==> src/rtl/dot_product_accumulator.sv <==
// Dot-product sequencer: streams N float products through an external adder and
// presents the finished sum. Optional feature macro: ACC_FIRST_BYPASS_EN (first term loads acc directly).
module dot_product_accumulator #(
    parameter int N     = 4,
    parameter int WIDTH = 32
) (
    input  logic             clk,
    input  logic             rst,
    input  logic [WIDTH-1:0] prod,
    input  logic             prod_stb,
    output logic             prod_ack,
    output logic [WIDTH-1:0] add_a,
    output logic             add_a_stb,
    input  logic             add_a_ack,
    output logic [WIDTH-1:0] add_b,
    output logic             add_b_stb,
    input  logic             add_b_ack,
    input  logic [WIDTH-1:0] add_z,
    input  logic             add_z_stb,
    output logic             add_z_ack,
    output logic [WIDTH-1:0] sum,
    output logic             sum_stb,
    input  logic             sum_ack,
    output logic             busy
);
    typedef enum logic [1:0] {GET_PROD, SEND_ADD, WAIT_Z, PUT_SUM} state_t;

    localparam logic [7:0] N_L = 8'(N);

    state_t           state_q, state_d;
    logic [WIDTH-1:0] acc_q, acc_d;
    logic [WIDTH-1:0] prod_r_q, prod_r_d;
    logic [7:0]       cnt_q, cnt_d;
    logic             a_done_q, a_done_d;
    logic             b_done_q, b_done_d;
    logic             prod_ack_q, prod_ack_d;
    logic             add_a_stb_q, add_a_stb_d;
    logic             add_b_stb_q, add_b_stb_d;
    logic             add_z_ack_q, add_z_ack_d;
    logic             sum_stb_q, sum_stb_d;
    logic             busy_q, busy_d;
    logic [7:0]       cnt_inc_s;
    logic             a_xfer_s, b_xfer_s;

    // Next-state, datapath and next-output computation
    always_comb begin
        cnt_inc_s = cnt_q + 8'd1;
        a_xfer_s  = add_a_stb_q & add_a_ack;
        b_xfer_s  = add_b_stb_q & add_b_ack;
        state_d   = state_q;
        acc_d     = acc_q;
        prod_r_d  = prod_r_q;
        cnt_d     = cnt_q;
        a_done_d  = a_done_q;
        b_done_d  = b_done_q;
        case (state_q)
            GET_PROD: begin
                if (prod_stb && prod_ack_q) begin
`ifdef ACC_FIRST_BYPASS_EN
                    if (cnt_q == 8'd0) begin
                        // First term of an element needs no add; ack stays up for the next term
                        acc_d = prod;
                        cnt_d = 8'd1;
                        if (N_L == 8'd1) begin
                            state_d = PUT_SUM;
                        end else begin
                            state_d = GET_PROD;
                        end
                    end else begin
                        prod_r_d = prod;
                        state_d  = SEND_ADD;
                    end
`else
                    prod_r_d = prod;
                    state_d  = SEND_ADD;
`endif
                end else begin
                    state_d = GET_PROD;
                end
            end
            SEND_ADD: begin
                a_done_d = a_done_q | a_xfer_s;
                b_done_d = b_done_q | b_xfer_s;
                if (a_done_d && b_done_d) begin
                    a_done_d = 1'b0;
                    b_done_d = 1'b0;
                    state_d  = WAIT_Z;
                end else begin
                    state_d = SEND_ADD;
                end
            end
            WAIT_Z: begin
                if (add_z_stb && add_z_ack_q) begin
                    acc_d = add_z;
                    cnt_d = cnt_inc_s;
                    if (cnt_inc_s == N_L) begin
                        state_d = PUT_SUM;
                    end else begin
                        state_d = GET_PROD;
                    end
                end else begin
                    state_d = WAIT_Z;
                end
            end
            PUT_SUM: begin
                if (sum_stb_q && sum_ack) begin
                    acc_d   = {WIDTH{1'b0}};
                    cnt_d   = 8'd0;
                    state_d = GET_PROD;
                end else begin
                    state_d = PUT_SUM;
                end
            end
            default: begin
                state_d = GET_PROD;
            end
        endcase
        // Handshake outputs are registered views of the next state
        prod_ack_d  = (state_d == GET_PROD);
        add_a_stb_d = (state_d == SEND_ADD) && !a_done_d;
        add_b_stb_d = (state_d == SEND_ADD) && !b_done_d;
        add_z_ack_d = (state_d == WAIT_Z);
        sum_stb_d   = (state_d == PUT_SUM);
        busy_d      = !((state_d == GET_PROD) && (cnt_d == 8'd0));
    end

    // State, datapath and output registers
    always_ff @(posedge clk or negedge rst) begin
        if (!rst) begin
            state_q     <= GET_PROD;
            acc_q       <= {WIDTH{1'b0}};
            prod_r_q    <= {WIDTH{1'b0}};
            cnt_q       <= 8'd0;
            a_done_q    <= 1'b0;
            b_done_q    <= 1'b0;
            prod_ack_q  <= 1'b0;
            add_a_stb_q <= 1'b0;
            add_b_stb_q <= 1'b0;
            add_z_ack_q <= 1'b0;
            sum_stb_q   <= 1'b0;
            busy_q      <= 1'b0;
        end else begin
            state_q     <= state_d;
            acc_q       <= acc_d;
            prod_r_q    <= prod_r_d;
            cnt_q       <= cnt_d;
            a_done_q    <= a_done_d;
            b_done_q    <= b_done_d;
            prod_ack_q  <= prod_ack_d;
            add_a_stb_q <= add_a_stb_d;
            add_b_stb_q <= add_b_stb_d;
            add_z_ack_q <= add_z_ack_d;
            sum_stb_q   <= sum_stb_d;
            busy_q      <= busy_d;
        end
    end

    assign prod_ack  = prod_ack_q;
    assign add_a     = acc_q;
    assign add_a_stb = add_a_stb_q;
    assign add_b     = prod_r_q;
    assign add_b_stb = add_b_stb_q;
    assign add_z_ack = add_z_ack_q;
    assign sum       = acc_q;
    assign sum_stb   = sum_stb_q;
    assign busy      = busy_q;

endmodule

==> config.mk <==
export PLATFORM = sky130hd
export DESIGN_NAME = dot_product_accumulator
export DESIGN_NICKNAME = d
export VERILOG_FILES = /design/src/rtl/dot_product_accumulator.sv
export SDC_FILE = /design/constraint.sdc
export NUM_CORES = 1
export LEC_CHECK = 0
export ABC_AREA = 1
export BUFFER_PORTS_ARGS = -buffer_cell sky130_fd_sc_hd__buf_4
export CAP_MARGIN = 30
export CORE_MARGIN = 2
export CORE_UTILIZATION = 35
export DETAILED_ROUTE_END_ITERATION = 10
export MAX_ROUTING_LAYER = met4
export PLACE_DENSITY_LB_ADDON = 0.1
export SLEW_MARGIN = 20
export SYNTH_ARGS = -nofsm -noshare
export SYNTH_HDL_FRONTEND = slang
export SYNTH_SLANG_ARGS = --single-unit
==> constraint.sdc <==
create_clock -name clk -period 5.05 [get_ports clk]
set_input_delay 1.01 -clock clk [delete_from_list [all_inputs] [get_ports clk]]
set_output_delay 1.01 -clock clk [all_outputs]
set_load 0.02 [all_outputs]
==> reports/metrics.csv, run 1 <==
stage,metric,value,unit
outcome,status,"complete, no violations",
clocking,cts_resized,0,
global_route,grt_pass1_vias,2951,
drt,antenna_left,0,
drt,routed_wl,9.24,mm
die,row_count,36,
clocking,ctsLongestPathBuffers,2,
logic_synthesis,syn-instance-count,366,
global_route,groute.usage.overall,0.173,
pwr,p_total,3.42,mW
final_layout,postLayoutCoreUtil,0.506,
timing,fmaxAchievable,471,MHz
clocking,path_clk_slew,0.09,ns
final_layout,drive_gt1_frac,0.423,
worst_setup_path,cp_common_cell,nand2_2,
worst_setup_path,crit_fanout,33,
placement,placed_area,0.00477,sq mm
logic_synthesis,netlist_area,0.00357,sq mm
timing,setup_slack,2.93,ns
drt,drc,0,
clocking,cts_buffers,9,
worst_setup_path,reg2reg_depth,10,
placement,dp_cells,629,
final_layout,antenna_cells,0,
timing,slew_headroom,0.554,
drt,drt_iter0_drc,97,
logic_synthesis,ys_ff_latch,82,
worst_setup_path,worstSetupPathType,primary input to flop,
die,die_w,105,um
logic_synthesis,synth_area_per_cell,9.76,sq um
drt,num_vias,2946,
pwr,leakage,2.71,nW
timing,hold_viol_final,0,
drt,wl_per_cell,14.3,um
final_layout,nets,580,
clocking,htreeDepth,3,
worst_hold_path,worst_hold_path.num_cells,2,
worst_setup_path,worstSetupEndpointType,flop,
die,die_area,0.0110,sq mm
timing,worst_hold_slack,0.484,ns
die,die_h,105,um
logic_synthesis,synth_warnings,0,
global_route,antenna_found_initial,0,
clocking,cts-root-buf,clkbuf_8,
timing,tns,0,ns
final_layout,area_delta_synth_final,39.2,%
global_route,grt_use_met1,0.229,
placement,dpl.hpwl,6.55,mm
worst_hold_path,min_path_type,flop to flop,
drt,viasPerCell,4.57,
die,ioPinCount,173,
clocking,cts_setup_buffers,0,
global_route,grt_pass1_wl,14.9,mm
clocking,cts_hold_buffers,0,
pwr,ir_drop,0.000258,V
global_route,grt_max_degree,51,
clocking,clk_latency,0.34,ns
timing,fin_crit_sh,0.420,
logic_synthesis,synth_seq_area_share,0.574,
drt,dr.pass1.iters,5,
final_layout,layout.cells.non_filler,644,
global_route,grt.met3_usage,0.0437,
global_route,grt_use_met2,0.262,
placement,dp_slack,2.54,ns
final_layout,fillers,959,
die,initial_core_util,0.364,
global_route,grt_most_used_layer,met2,
placement,io_buffers,172,
global_route,gr-total-overflow,0,
final_layout,stdcell_area,0.00497,sq mm
timing,slew_violations,0,
timing,skew,0.00902,ns
timing,finalSetupViolations,0,
worst_setup_path,cp.required,5.29,ns
logic_synthesis,synth.distinct_cells,26,
logic_synthesis,syn_nets,439,
die,core_area,0.00982,sq mm
timing,min_period,2.12,ns
run,max-cap-violations,0,
worst_setup_path,start_kind,primary input,
worst_setup_path,slowest_delay,0.30,ns
worst_setup_path,worst_ep_arrival_time,2.36,ns
clocking,cts.sinks,82,
worst_setup_path,crit_chain,buf_4 > nand2_1 > inv_1 > nand2_2 > o21ai_4 > inv_2 > a21oi_1 > nand3_1 > nor2_1 > nand2_2,
worst_setup_path,crit_slowest_cell,inv_2,
timing,worstMarginPinSlew,0.668,ns
timing,rsz0062_at_grt,false,
pwr,powerDensity,688,mW/mm^2
placement,gp_congestion,0.807,
clocking,tritoncts,done,
Yosys cell counts, drive strengths merged:
cell    count  share of area
nand2     132           0.14
xor2        1         0.0025
nand3      10          0.022
buf        37          0.074
nand4       2         0.0035
nor2       18          0.028
dfrtp      82           0.57
ha          2         0.0070
inv        24          0.025
a21oi       4         0.0067
clkbuf      7         0.0074
o21ai       9          0.016
o22ai       3         0.0053
nor3        3         0.0070
a22o       32          0.078
report_power, final:
| group | total, mW | switching, mW | internal, mW | leakage, nW |
|---|---|---|---|---|
| registers | 1.21 | 0.256 | 0.958 | 1.05 |
| logic | 1.72 | 0.974 | 0.745 | 1.57 |
| clock network | 0.486 | 0.244 | 0.242 | 0.0950 |
cell usage in the layout, fill, tap and decap left out:
master and n:
nor3_2 2, a21oi_1 3, o21ai_4 1, a22o_1 32
clkinvlp_4 2, inv_1 18, nor2_1 11, nand3_4 1
nand4_1 2, dfrtp_1 82, buf_4 173, clkinv_4 1
clkbuf_8 10, buf_16 1, o22ai_1 3, o21ai_1 4
bufinv_16 1, nor2_2 4, ha_1 2, nor3_1 1
a21oi_2 1, nor2_4 3, o21ai_0 4, xor2_1 1
inv_2 6, nand2_2 6, inv_6 1, nand3_2 3
nand2_1 126, nand3_1 6
path summary, 6_finish.rpt:
kind / endpoint / slack [ns] / startpoint
min in group asynchronous: cnt_q[3] / 0.62 / rst
hold / removal: add_b[0] / 0.48 / add_b[0]
hold reg to reg: add_b[0] / 0.48 / add_b[0]
setup / recovery: busy / 2.93 / add_z_stb
max in group asynchronous: add_a[24] / 3.84 / rst
setup reg to reg: prod_ack / 3.16 / cnt_q[0]
critical path, delay by kind of cell:
kind / cells / cell delay [ns]
AND/OR/NAND/NOR: 5 / 0.46
buffers and inverters: 3 / 0.47
AO/OA/AOI/OAI: 2 / 0.42
registers in the layout, indices dropped and copies added (netlist names):
register   cells
add_z_ack      1
prod_ack       1
state_q        2
b_done_q       1
cnt_q          8
add_b         32
busy           1
add_a_stb      1
add_a         32
a_done_q       1
add_b_stb      1
sum_stb        1
final cells by class:
class,instances,area (sq um),area share
inverter,24,90.1,0.0181
clock inverter,5,62.6,0.0126
tap,133,166,0.0335
clock buffer,10,138,0.0277
sequential,82,2050,0.413
timing repair buffer,174,1330,0.267
multi-input combinational,216,1140,0.229
layer usage:
layer / share of wire / up-vias
li1: - / 1429
met1: 0.43 / 1395
met2: 0.48 / 110
met3: 0.074 / 12
met4: 0.011 / 0
met5: 0 / -
cells by family (layout without fill, tap and decap cells):
logic type	count (synthesis)	count (layout)	synth area share
AO/OA/AOI/OAI	48	48	0.106
buffers and inverters	68	213	0.107
AND/OR/NAND/NOR	165	165	0.203
flip-flops	82	82	0.574
adder cells (fa/ha/maj)	2	2	0.00700
XOR/XNOR	1	1	0.00245
(Power assumes the default switching activity.)
==> run 2: changes to the inputs <==
Clock period 5.05 ns to 2 ns, I/O delays scaled along.
==> run 2 against run 1 <==
Effect of this change:
- wire length decreased by 3.1%
- die area unchanged
- sequential power increased to 2.5 times the previous value
- clock skew about the same
- clock power increased by 140%
- sequential cell count unchanged
- non-clock buffer count increased by 5
- sequential share of layout area decreased by 0.19 points
- count of clock-buffer cells in the layout increased by 1
- via count unchanged
- critical path type is now flop to flop
- critical endpoint unchanged
==> reports/metrics.csv, run 2 (same netlist as run 1, synthesis figures left out) <==
stage,metric,value,unit,change
worst_setup_path,worstReg2RegStart,cnt_q[1],,was cnt_q[0]
timing,rsz0062_at_grt,false,,unchanged
worst_setup_path,reg2reg_depth,12,,was 10
clocking,cts_resized,0,,unchanged
placement,dpl.hpwl,6.37,mm,was 6.55 mm
worst_setup_path,reg2reg_slack,0.29,ns,was 3.16 ns
pwr,ir_drop,0.000716,V,was 0.000258 V
final_layout,fillers,957,,was 959
clocking,path_clk_slew,0.08,ns,was 0.09 ns
global_route,grt_pass1_vias,2960,,was 2951
die,initial_core_util,0.364,,unchanged
global_route,groute.usage.overall,0.172,,was 0.173
clocking,tritoncts,done,,unchanged
timing,worstMarginPinSlew,0.441,ns,was 0.668 ns
final_layout,mostFrequentLayoutCells,"178 x buf_4, 126 x nand2_1, 82 x dfrtp_1, 32 x a22o_1, 18 x inv_1",,"was 173 x buf_4, 126 x nand2_1, 82 x dfrtp_1, 32 x a22o_1, 18 x inv_1"
final_layout,layout_commonest_cell,buf_4,,unchanged
outcome,status,"complete, no violations",,unchanged
timing,fmaxAchievable,585,MHz,
global_route,grt_max_degree,83,,was 51
placement,io_buffers,172,,unchanged
timing,min_period,1.71,ns,
clocking,cts-root-buf,clkbuf_8,,unchanged
drt,drt_iter0_drc,100,,was 97
die,die_area,0.0110,sq mm,unchanged
global_route,gr-total-overflow,0,,unchanged
final_layout,antenna_cells,0,,unchanged
global_route,antenna_found_initial,0,,unchanged
timing,slew_violations,0,,unchanged
drt,num_vias,2946,,unchanged
timing,fin_crit_sh,0.855,,
placement,dp_slack,0.290,ns,was 2.54 ns
worst_setup_path,worstSetupPathType,flop to flop,,was primary input to flop
worst_setup_path,start_kind,flop,,was primary input
die,die_h,105,um,unchanged
clocking,htreeDepth,3,,unchanged
worst_setup_path,worst_ep_arrival_time,1.95,ns,was 2.36 ns
clocking,clk_latency,0.34,ns,about the same
pwr,powerDensity,1730,mW/mm^2,was 688 mW/mm^2
worst_setup_path,cp.required,2.24,ns,was 5.29 ns
clocking,ctsLongestPathBuffers,2,,unchanged
worst_setup_path,rr_endpoint,busy,,was prod_ack
placement,gp_congestion,0.824,,was 0.807
drt,viasPerCell,4.54,,was 4.57
clocking,cts_setup_buffers,0,,unchanged
final_layout,nets,585,,was 580
final_layout,drive_gt1_frac,0.426,,was 0.423
pwr,leakage,2.73,nW,was 2.71 nW
timing,tns,0,ns,unchanged
die,die_w,105,um,unchanged
drt,drc,0,,unchanged
timing,hold_viol_final,0,,unchanged
worst_setup_path,crit_fanout,6,,was 33
clocking,cts_buffers,9,,unchanged
timing,skew,0.00878,ns,was 0.00902 ns
worst_hold_path,min_path_type,primary input to async pin,,was flop to flop
worst_setup_path,worstSetupEndpointType,flop,,unchanged
drt,routed_wl,8.95,mm,was 9.24 mm
global_route,grt_pass1_wl,14.8,mm,was 14.9 mm
clocking,cts_hold_buffers,0,,unchanged
drt,dr.pass1.iters,4,,was 5
drt,antenna_left,0,,unchanged
die,row_count,36,,unchanged
die,core_area,0.00982,sq mm,unchanged
final_layout,area_delta_synth_final,39.9,%,was 39.2%
timing,setup_slack,0.290,ns,was 2.93 ns
drt,wl_per_cell,13.8,um,was 14.3 um
die,ioPinCount,173,,unchanged
run,max-cap-violations,0,,unchanged
timing,finalSetupViolations,0,,unchanged
timing,slew_headroom,0.706,,was 0.554
clocking,cts.sinks,82,,unchanged
==> run 2: changes by cell type in the layout (fill, tap and decap cells not counted), sizes merged <==
| cell | change |
|---|---|
| buf | +5 |
| clkinvlp | -1 |
| clkbuf | +1 |
==> run 2: worst max path at each step <==
stage | cells after the start | end | start | slack (ns)
2_1_floorplan | 12 | busy | cnt_q[0] | 0.38
3_3_place_gp | 11 | busy | add_z_stb | 0.35
3_5_place_dp | 12 | busy | cnt_q[1] | 0.29
4_1_cts | 12 | busy | cnt_q[1] | 0.28
5_1_grt | 12 | busy | cnt_q[1] | 0.10
6_report | 12 | busy | cnt_q[1] | 0.29
==> run 2: worst max-delay path: stages (launching register included) <==
cell and delay [ns]:
dfrtp_1 0.45, ha_1 0.24, nand3_2 0.11, nor2_1 0.10, nand2_1 0.05, nand2_1 0.09, nor2_2 0.06, nand3_2 0.07
nand2_2 0.06, nor2_4 0.13, inv_2 0.08, nor2_4 0.11, nand2_2 0.05
==> run 2: cell type report <==
cell class                 instances  area [sq um]  area share
clock inverter                     4          51.3      0.0103
clock buffer                      11           141      0.0283
tap                              133           166      0.0333
multi-input combinational        216          1140       0.228
timing repair buffer             179          1360       0.271
sequential                        82          2050       0.411
inverter                          24          90.1      0.0180
==> run 2: metrics by stage <==
| step | power (mW) | cells | utilization | hold slack [ns] | area, sq um |
|---|---|---|---|---|---|
| final | 8.63 | 649 | 0.509 | 0.0695 | 5000 |
| after global routing | 9.21 | 649 | 0.509 | 0.106 | 5000 |
| after CTS | 8.73 | 649 | 0.509 | 0.0918 | 5000 |
| after detailed placement | 7.50 | 634 | 0.489 | 0.466 | 4800 |
| after global placement | 7.47 | 634 | 0.489 | 0.463 | 4800 |
| after floorplan | 5.85 | 366 | - | 0.104 | 3570 |
==> run 2: report_power, final <==
| part | leakage, nW | internal [mW] | switching [mW] | total [mW] |
|---|---|---|---|---|
| Sequential | 1.05 | 2.42 | 0.627 | 3.05 |
| Clock | 0.0958 | 0.608 | 0.583 | 1.19 |
| Combinational | 1.59 | 1.90 | 2.49 | 4.39 |
==> run 2: metal layers <==
metal / part of all wire / GRT usage
met4: 0.012 / 0.0571
met5: 0 / -
met3: 0.068 / 0.0393
met2: 0.46 / 0.261
met1: 0.46 / 0.228
